[src/rtl/zero_alloc_pkg.sv]
// Shared types and default sizes for the Zero VM array-handle allocator.
// The fpga top uses the same defaults so handle widths stay consistent.
package zero_alloc_pkg;

   localparam int DefaultMemoryElementWidth = 12;
   localparam int DefaultNArrays            = 20;

   localparam logic OP_ALLOC = 1'b0;
   localparam logic OP_FREE  = 1'b1;

   typedef enum logic {IDLE, SERVE} alloc_state_t;

endpackage

[src/rtl/alloc_rr_arbiter.sv]
// Two-way round-robin arbiter: on a tie the requester that did not win last time is granted.
module alloc_rr_arbiter (
   input  logic [1:0] req,
   input  logic       rrLast,
   input  logic       enable,
   output logic [1:0] grant,
   output logic       grantIdx
);

   always_comb begin
      grantIdx = 1'b0;
      if (req == 2'b11)
         grantIdx = ~rrLast;
      else if (req[1])
         grantIdx = 1'b1;

      grant = 2'b00;
      if (enable && (req != 2'b00))
         grant = grantIdx ? 2'b10 : 2'b01;
   end

endmodule

[src/rtl/array_allocator.sv]
// Array-handle allocator: hands out never-used handles or recycles freed ones (LIFO),
// serving two requesters one operation per grant.
module array_allocator
   import zero_alloc_pkg::*;
#(
   parameter int MemoryElementWidth = DefaultMemoryElementWidth,
   parameter int NArrays            = DefaultNArrays,
   parameter int NFreedArrays       = DefaultNArrays
) (
   input  logic                               clock,
   input  logic                               reset,
   input  logic [1:0]                         req,
   input  logic [1:0]                         op,
   input  logic [1:0][MemoryElementWidth-1:0] arrayIn,
   output logic [1:0]                         ack,
   output logic [MemoryElementWidth-1:0]      arrayOut,
   output logic                               error,
   output logic [MemoryElementWidth-1:0]      allocs,
   output logic [MemoryElementWidth-1:0]      inUse,
   output logic [MemoryElementWidth-1:0]      maxInUse
);

   localparam int IdxW   = $clog2(NArrays);
   localparam int StackW = $clog2(NFreedArrays);
   localparam int TopW   = $clog2(NFreedArrays + 1);

   typedef logic [MemoryElementWidth-1:0] elem_t;

   localparam elem_t            ArrayLimit = MemoryElementWidth'(NArrays);
   localparam logic [TopW-1:0]  StackFull  = TopW'(NFreedArrays);

   alloc_state_t       state;
   logic               rrLast;
   logic [1:0]         grant;
   logic               grantIdx;
   logic               grantQ;
   logic               opQ;
   elem_t              arrayInQ;
   logic [TopW-1:0]    freedTop;
   elem_t              freedArrays [NFreedArrays];
   logic [NArrays-1:0] live;

   function automatic elem_t maxOf(input elem_t a, input elem_t b);
      return (a > b) ? a : b;
   endfunction

   alloc_rr_arbiter arbiter (
      .req      (req),
      .rrLast   (rrLast),
      .enable   (state == IDLE),
      .grant    (grant),
      .grantIdx (grantIdx)
   );

   logic [TopW-1:0]   topDec;
   logic [StackW-1:0] popIdx;
   logic [StackW-1:0] pushIdx;
   logic [IdxW-1:0]   allocIdx;
   logic [IdxW-1:0]   freeIdx;
   logic              canPop;
   logic              canFresh;
   logic              allocOk;
   logic              freeOk;
   elem_t             allocVal;

   // Recycled handles take priority over fresh ones so the handle space stays compact.
   always_comb begin
      topDec   = freedTop - 1'b1;
      popIdx   = topDec[StackW-1:0];
      pushIdx  = freedTop[StackW-1:0];
      canPop   = (freedTop != '0);
      canFresh = (allocs < ArrayLimit);
      allocOk  = canPop || canFresh;
      allocVal = canPop ? freedArrays[popIdx] : allocs;
      allocIdx = allocVal[IdxW-1:0];
      freeIdx  = arrayInQ[IdxW-1:0];
      // A handle beyond allocs was never issued, so the live lookup is only trusted below it.
      freeOk   = (arrayInQ < allocs) && live[freeIdx] && (freedTop != StackFull);
   end

   always_ff @(posedge clock) begin
      if (reset) begin
         state    <= IDLE;
         rrLast   <= 1'b1;
         ack      <= 2'b00;
         arrayOut <= '0;
         error    <= 1'b0;
         allocs   <= '0;
         inUse    <= '0;
         maxInUse <= '0;
         freedTop <= '0;
         live     <= '0;
      end else begin
         ack <= 2'b00;
         case (state)
            IDLE: begin
               if (grant != 2'b00)
                  state <= SERVE;
            end
            SERVE: begin
               state  <= IDLE;
               rrLast <= grantQ;
               ack    <= grantQ ? 2'b10 : 2'b01;
               if (opQ == OP_ALLOC) begin
                  error    <= !allocOk;
                  arrayOut <= allocOk ? allocVal : '0;
                  if (allocOk) begin
                     live[allocIdx] <= 1'b1;
                     inUse          <= inUse + 1'b1;
                     maxInUse       <= maxOf(maxInUse, inUse + 1'b1);
                     if (canPop)
                        freedTop <= topDec;
                     else
                        allocs <= allocs + 1'b1;
                  end
               end else begin
                  error    <= !freeOk;
                  arrayOut <= '0;
                  if (freeOk) begin
                     live[freeIdx] <= 1'b0;
                     freedTop      <= freedTop + 1'b1;
                     inUse         <= inUse - 1'b1;
                  end
               end
            end
         endcase
      end
   end

   // Captured request and stack contents carry no reset; freedTop alone defines validity.
   always_ff @(posedge clock) begin
      if (state == IDLE && grant != 2'b00) begin
         grantQ   <= grant[1];
         opQ      <= op[grantIdx];
         arrayInQ <= arrayIn[grantIdx];
      end
      if (state == SERVE && opQ == OP_FREE && freeOk)
         freedArrays[pushIdx] <= arrayInQ;
   end

endmodule
[config.mk]
export PLATFORM = sky130hd
export DESIGN_NAME = array_allocator
export DESIGN_NICKNAME = d
export VERILOG_FILES = /design/src/rtl/zero_alloc_pkg.sv /design/src/rtl/alloc_rr_arbiter.sv /design/src/rtl/array_allocator.sv
export SDC_FILE = /design/constraint.sdc
export NUM_CORES = 1
export LEC_CHECK = 0
export BUFFER_PORTS_ARGS = -buffer_cell sky130_fd_sc_hd__buf_4
export CORE_MARGIN = 4
export CORE_UTILIZATION = 25
export DETAILED_ROUTE_END_ITERATION = 12
export PLACE_DENSITY_LB_ADDON = 0.08
export SLEW_MARGIN = 30
export SYNTH_ARGS = -nofsm -noshare
export SYNTH_HDL_FRONTEND = slang
export SYNTH_SLANG_ARGS = --single-unit
[constraint.sdc]
create_clock -name clock -period 5.9 [get_ports clock]
set_input_delay 0.295 -clock clock [delete_from_list [all_inputs] [get_ports clock]]
set_output_delay 0.295 -clock clock [all_outputs]
set_load 0.02 [all_outputs]
# Word-level counts from Yosys, hierarchy flattened
# Memory sizes are Yosys's and may differ from the RTL's.
# Cells that the tools add are included.
[word_totals]
inputBits = 30
register_bits = 92
word_cells = 92
mem_bits_rw = 240
latch_bits = 0
romBits = 0
memories = 1
[classes]
order_cmp = 8
shift = 0
n_reduce_logical = 21
div = 0
n_addsub = 5
mux = 33
n_bitwise = 8
eq_ne = 3
n_mul = 0
[memory_table]
columns = ["memory", "words", "width", "read_ports", "rd_ports_with_merged_regs", "wr", "line_no", "source"]
rows = [
  ["freedArrays", 20, 12, 1, 0, 1, "array_allocator.sv:40", "elem_t freedArrays [NFreedArrays];"],
]
[ops]
columns = ["operator", "n"]
rows = [
  ["$mux 12", 8],
  ["$mux 20", 3],
  ["$add 12x1->12 const B", 2],
  ["$and 20x20->20", 1],
  ["$mux 5", 4],
  ["$not 20->20", 1],
  ["$or 20x20->20", 1],
  ["$gt 12x12->1", 1],
  ["$lt 12x12->1", 1],
  ["$lt 12x5->1 const B", 1],
  ["$lt 5x6->1 const B", 2],
  ["$reduce_and 4->1", 3],
  ["$sub 12x1->12 const B", 1],
  ["$mux 1", 11],
  ["$demux 1 s5", 2],
  ["$ge 5x1->1 const B", 2],
  ["$logic_and 1x1->1", 8],
  ["$reduce_bool 2->1", 4],
  ["$mux 2", 3],
  ["$add 5x1->5 const B", 1],
  ["$bmux 1 s5", 1],
  ["$ne 5x5->1 const B", 1],
  ["$not 1->1", 5],
  ["$reduce_bool 5->1", 1],
  ["9 further kinds", 10],
]

# Longest topological paths before layout
# An unclocked memory read counts as a cell.
[depth]
depth_word = 10
ltp_mapped = 18

# Modules after synthesis
# Synthesis repeated with hierarchy kept, for this count alone.
[unflattened]
hier_cells = 971
area_unflattened_um2 = 14451.4
[modules_own_cells]
columns = ["mod", "instances", "area_per_inst_um2", "cells_per_inst"]
rows = [
  ["array_allocator", 1, 14421.3, 966],
  ["alloc_rr_arbiter", 1, 30.0, 5],
]

# Least setup slack after synthesis
# Ideal clock, no wire load.
[synth_path]
path_kind = "register to register"
start = "register freedTop[0]"
end = "memory freedArrays[13][0] in the netlist's numbering, enable pin"
t_arrival_ns = 4.405
n_path_buf = 9
setup_time_ns = 0.396
setup_slack_ns = 1.099
required_time_ns = 5.504
path_stages_with_launch = 18
period_less_slack_ns = 4.801
cell_sequence = "dfxtp_1 buf_6 buf_12 buf_6 buf_2 buf_2 buf_2 inv_1 ha_1 clkbuf_1 nand2b_1 nor2_1 a2111oi_0 o2111ai_1 o21bai_1 clkbuf_1 buf_2 nor3_1"
[synth_via]
elab_chain_len = 5
[synth_rtl]
columns = ["element", "line_no", "source"]
rows = [
  ["from (decl)", "array_allocator.sv:39", "logic [TopW-1:0] freedTop;"],
  ["from (signal assigned)", "array_allocator.sv:112", "freedTop <= topDec;"],
  ["from (signal assigned)", "array_allocator.sv:121", "freedTop <= freedTop + 1'b1;"],
  ["$ne 5x5->1", "array_allocator.sv:78", "freeOk = (arrayInQ < allocs) && live[freeIdx] && (freedTop != StackFull);"],
  ["$logic_and 1x1->1", "array_allocator.sv:78", ""],
  ["$logic_and 1x1->1", "array_allocator.sv:137", "if (state == SERVE && opQ == OP_FREE && freeOk)"],
  ["$mux 1", "array_allocator.sv:137", ""],
  ["$mux 1 (not written as such)", "array_allocator.sv:138", "freedArrays[pushIdx] <= arrayInQ;"],
  ["to (decl)", "array_allocator.sv:40", ""],
]
# Several ways; a longest one is shown, not always the timed one.

# Worst setup path after layout
[layout_path]
start = "register freedTop[0]"
end = "register live[15]"
[layout_via]
elab_chain_len = 10
[layout_rtl]
columns = ["element", "line_no", "source"]
rows = [
  ["$sub 5x1->5", "array_allocator.sv:68", "topDec = freedTop - 1'b1;"],
  ["$mem_v2 20x12", "-", ""],
  ["$mux 12", "array_allocator.sv:74", "allocVal = canPop ? freedArrays[popIdx] : allocs;"],
  ["$lt 5x6->1 (not written as such) or $ge 5x1->1 (tied branches)", "array_allocator.sv:108", "live[allocIdx] <= 1'b1;"],
  ["$logic_and 1x1->1 (not written as such)", "array_allocator.sv:108", ""],
  ["$mux 1 (not written as such)", "array_allocator.sv:108", ""],
  ["$demux 1 s5", "array_allocator.sv:108", ""],
  ["$or 20x20->20 (no source line)", "-", ""],
  ["$mux 20", "array_allocator.sv:107", "if (allocOk) begin"],
  ["$mux 20", "array_allocator.sv:104", "if (opQ == OP_ALLOC) begin"],
  ["to (signal assigned)", "array_allocator.sv:92", "live <= '0;"],
  ["to (signal, indexed assignment)", "array_allocator.sv:108", ""],
  ["to (signal, indexed assignment)", "array_allocator.sv:120", "live[freeIdx] <= 1'b0;"],
  ["to (decl)", "array_allocator.sv:41", "logic [NArrays-1:0] live;"],
]
# Several ways; a longest one is shown, not always the timed one. The select of a mux whose other input is x is not followed.
# A chain may end at the register's enable or synchronous reset.

==> reports/metrics.yaml <==
die:
  die_area_sq_um: 60900
  fp-row-count: 87
  core_sq_um: 56400
  ios: 81
  fp.dieH_um: 247
  die_x_um: 247
  initial_core_util: 0.253
logic_synthesis:
  avgSynthCellArea_sq_um: 15.2
  synth_area_sq_um: 14200
  async_flop_share: 0
  synth_nets: 995
  synth-edff-count: 254
  netlist_instances: 935
  synth_ff_type: "edfxtp_1"
  synth.yosys.warnings: 0
  ys_ff_latch: 332
  synth_seq_area_share: 0.645
  synthDistinctLibCells: 63
power_and_ir_drop:
  p_clk_frac: 0.450
  p_per_area_nw_per_um2: 336
  seqPwrFrac: 0.453
  switching_share: 0.246
  p_total_mw: 5.79
  p_sw_mw: 1.42
  ir_drop_uv: 182
  combPwrFrac: 0.097
  power.internal_mw: 4.37
  p_leak_nw: 5.77
cts:
  cts_buffer_depth: 3
  clock-root-buffer: "clkbuf_16"
  htreeDepth: 2
  cts.sinks: 332
  cts_tree: "built"
  clk_latency_ps: 570
  cts_buffers: 41
  clk_pin_slew_ps: 60
  ctsResizeCount: 0
detailed_routing:
  drtPass1Iterations: 5
  totalWireLength_um: 41000
  ant_nets: 0
  post-route-drc-count: 0
  drt_iter0_drc: 503
  via_count: 8315
  vias_per_cell: 4.56
  wl_per_cell_um: 22.5
flow_run:
  maxCapViolCount: 0
setup_path:
  cpMaxStageDelayCell: "ha_2"
  cp.required_ps: 6390
  r2r_start: "freedTop[0]"
  cp.arrival_ps: 4630
  ff2ff_setup_slack_ps: 1760
  critPathBufInv: 2
  worstPathMaxFanout: 33
  startpoint_type: "flop"
  crit_chain: "inv_1 -> ha_2 -> buf_4 -> mux4_2 -> mux4_2 -> a31oi_1 -> nor2b_1 -> nand2_1 -> o21ai_0"
  crit_start: "freedTop[0]"
  worstReg2RegEnd: "live[15]"
  reg2reg_depth: 9
  max_stage_delay_ps: 770
  critPathMostFrequentCell: "mux4_2"
  cp-end-kind: "flop"
  crit_family: "multiplexers"
  critPathKind: "reg -> reg"
sta:
  hold_viol: 0
  worst_pin_slew_ps: 955
  max_freq_ghz: 0.242
  fin_tns_setup_ps: 0
  setup_viol: 0
  drv_slew: 0
  fin_skew_ps: 26.0
  slew_headroom: 0.364
  fin_ws_ps: 1760
  period_minus_slack_ps: 4140
  rsz0062_at_grt: "false"
  fin_crit_sh: 0.701
finish:
  area_growth_pct: 21.1
  drive_above_1_share: 0.281
  layout_common_cells: "edfxtp_1, buf_4, dfxtp_1"
  num_antenna_cells: 0
  final_area_sq_um: 17300
  final_common_cell: "edfxtp_1"
  nets: 1096
global_routing:
  grt_start_max_net_pins: 63
  grt_pass1_wl_um: 60300
  antenna_found_initial: 2
  grt_pass1_vias: 8622
  grt_overflow_total: 0
  grt_usage: 0.135
worst_hold_path:
  hold_class: "in -> reg"
  min_path_cells: 2
  holdPathEnd: "arrayInQ[10]"
  hold_start: "arrayIn[22]"
place:
  place_area_sq_um: 15800
  place_congestion: 0.739
  preCtsSetupSlack_ps: 1680
  io_buffers: 80
  hpwl_um: 26700
outcome:
  outcome: "finished clean"
[how the worst max path moves through the flow]
stage                    endpoint  depth (start not counted)
6_report                 live[15]                          9
5_1_grt                  live[12]                          9
2_1_floorplan  freedArrays[13][0]                         17
4_1_cts                  live[15]                          9
3_5_place_dp             live[10]                          9
3_3_place_gp             live[10]                          9
[kinds of logic (layout without fill, tap and decap cells)]
logic type | Yosys count | after routing | synth area share
xor gates and xnor gates | 16 | 16 | 0.00984
adders and majority gates | 30 | 30 | 0.0263
AOI/OAI and AO/OA | 129 | 129 | 0.0622
muxes | 113 | 113 | 0.149
buffers and inverters | 83 | 217 | 0.0281
DFF | 332 | 332 | 0.645
and+or+nand+nor | 232 | 232 | 0.0794
[through the flow]
stage / hold slack [ps] / std cells / utilization
finish: 41.1 / 1825 / 0.306
global route: 18.7 / 1825 / 0.306
CTS: 2.13 / 1825 / 0.306
detailed placement: 452 / 1748 / 0.281
global placement: 453 / 1748 / 0.280
floorplan: 437 / 935 / -
[synth_stat cells, types with 3 or more instances]
cell type  instances  area, sq um
a21o_1             7         52.6
a21oi_1           24          120
a22oi_1            9         67.6
a31oi_1            4         25.0
and2_1             9         56.3
and3_1             6         37.5
buf_2             10         50.1
buf_4              4         30.0
buf_6              6         67.6
clkbuf_1          32          120
dfxtp_1           78         1560
edfxtp_1         254         7630
ha_1              30          375
inv_1             28          105
mux2_2            25          282
mux2i_1           13          130
mux4_1             7          184
mux4_2            68         1530
nand2_1           45          169
nand2b_1           5         31.3
nand3_1           12         60.1
nand3b_1           5         37.5
nand4_1            8         50.1
nor2_1            78          293
nor2b_1           14         87.6
nor3_1            21          105
nor4_1            13         81.3
o21a_1            12         90.1
o21ai_0           28          140
o311ai_0          15          131
o32ai_1            4         35.0
or3_1              4         25.0
or3b_2             3         26.3
or4_1              4         30.0
xnor2_1            9         78.8
xor2_1             7         61.3
[power groups by stage]
stage | registers (mW) | clock network [mW] | logic, mW
6_report | 2.63 | 2.61 | 0.560
5_1_grt | 2.63 | 2.79 | 0.615
4_1_cts | 2.63 | 2.69 | 0.574
3_5_place_dp | 2.68 | 0 | 0.572
3_3_place_gp | 2.68 | 0 | 0.575
2_1_floorplan | 2.67 | 0 | 0.346
[metal layers]
layer	global-route usage	vias to the layer above	wire (um)
met3	0.0265	64	1640
met1	0.183	4250	18800
met5	0	-	13
li1	-	3850	-
met2	0.218	149	19500
met4	0.0444	2	1100
[registers in the layout, indices dropped and copies added, names as in the netlist]
register	flops
inUse	12
state	1
freedArrays	240
arrayOut	12
grantQ	1
error	1
ack	2
freedTop	5
live	20
rrLast	1
arrayInQ	12
allocs	12
maxInUse	12
opQ	1
[timing repair]
item	in CTS	in global routing
hold endpoints to repair	1	0
hold buffers	1	0
setup buffers	0	0
[area by class of cell]
| type | count | area (sq um) |
|---|---|---|
| fill | 5698 | 39100 |
| sequential | 332 | 9190 |
| multi-input combinational | 520 | 4740 |
| clock buffer | 56 | 1170 |
| tap | 756 | 946 |
| timing repair buffer | 112 | 843 |
| clock inverter | 20 | 246 |
| inverter | 29 | 109 |
(Power assumes the default switching activity.)
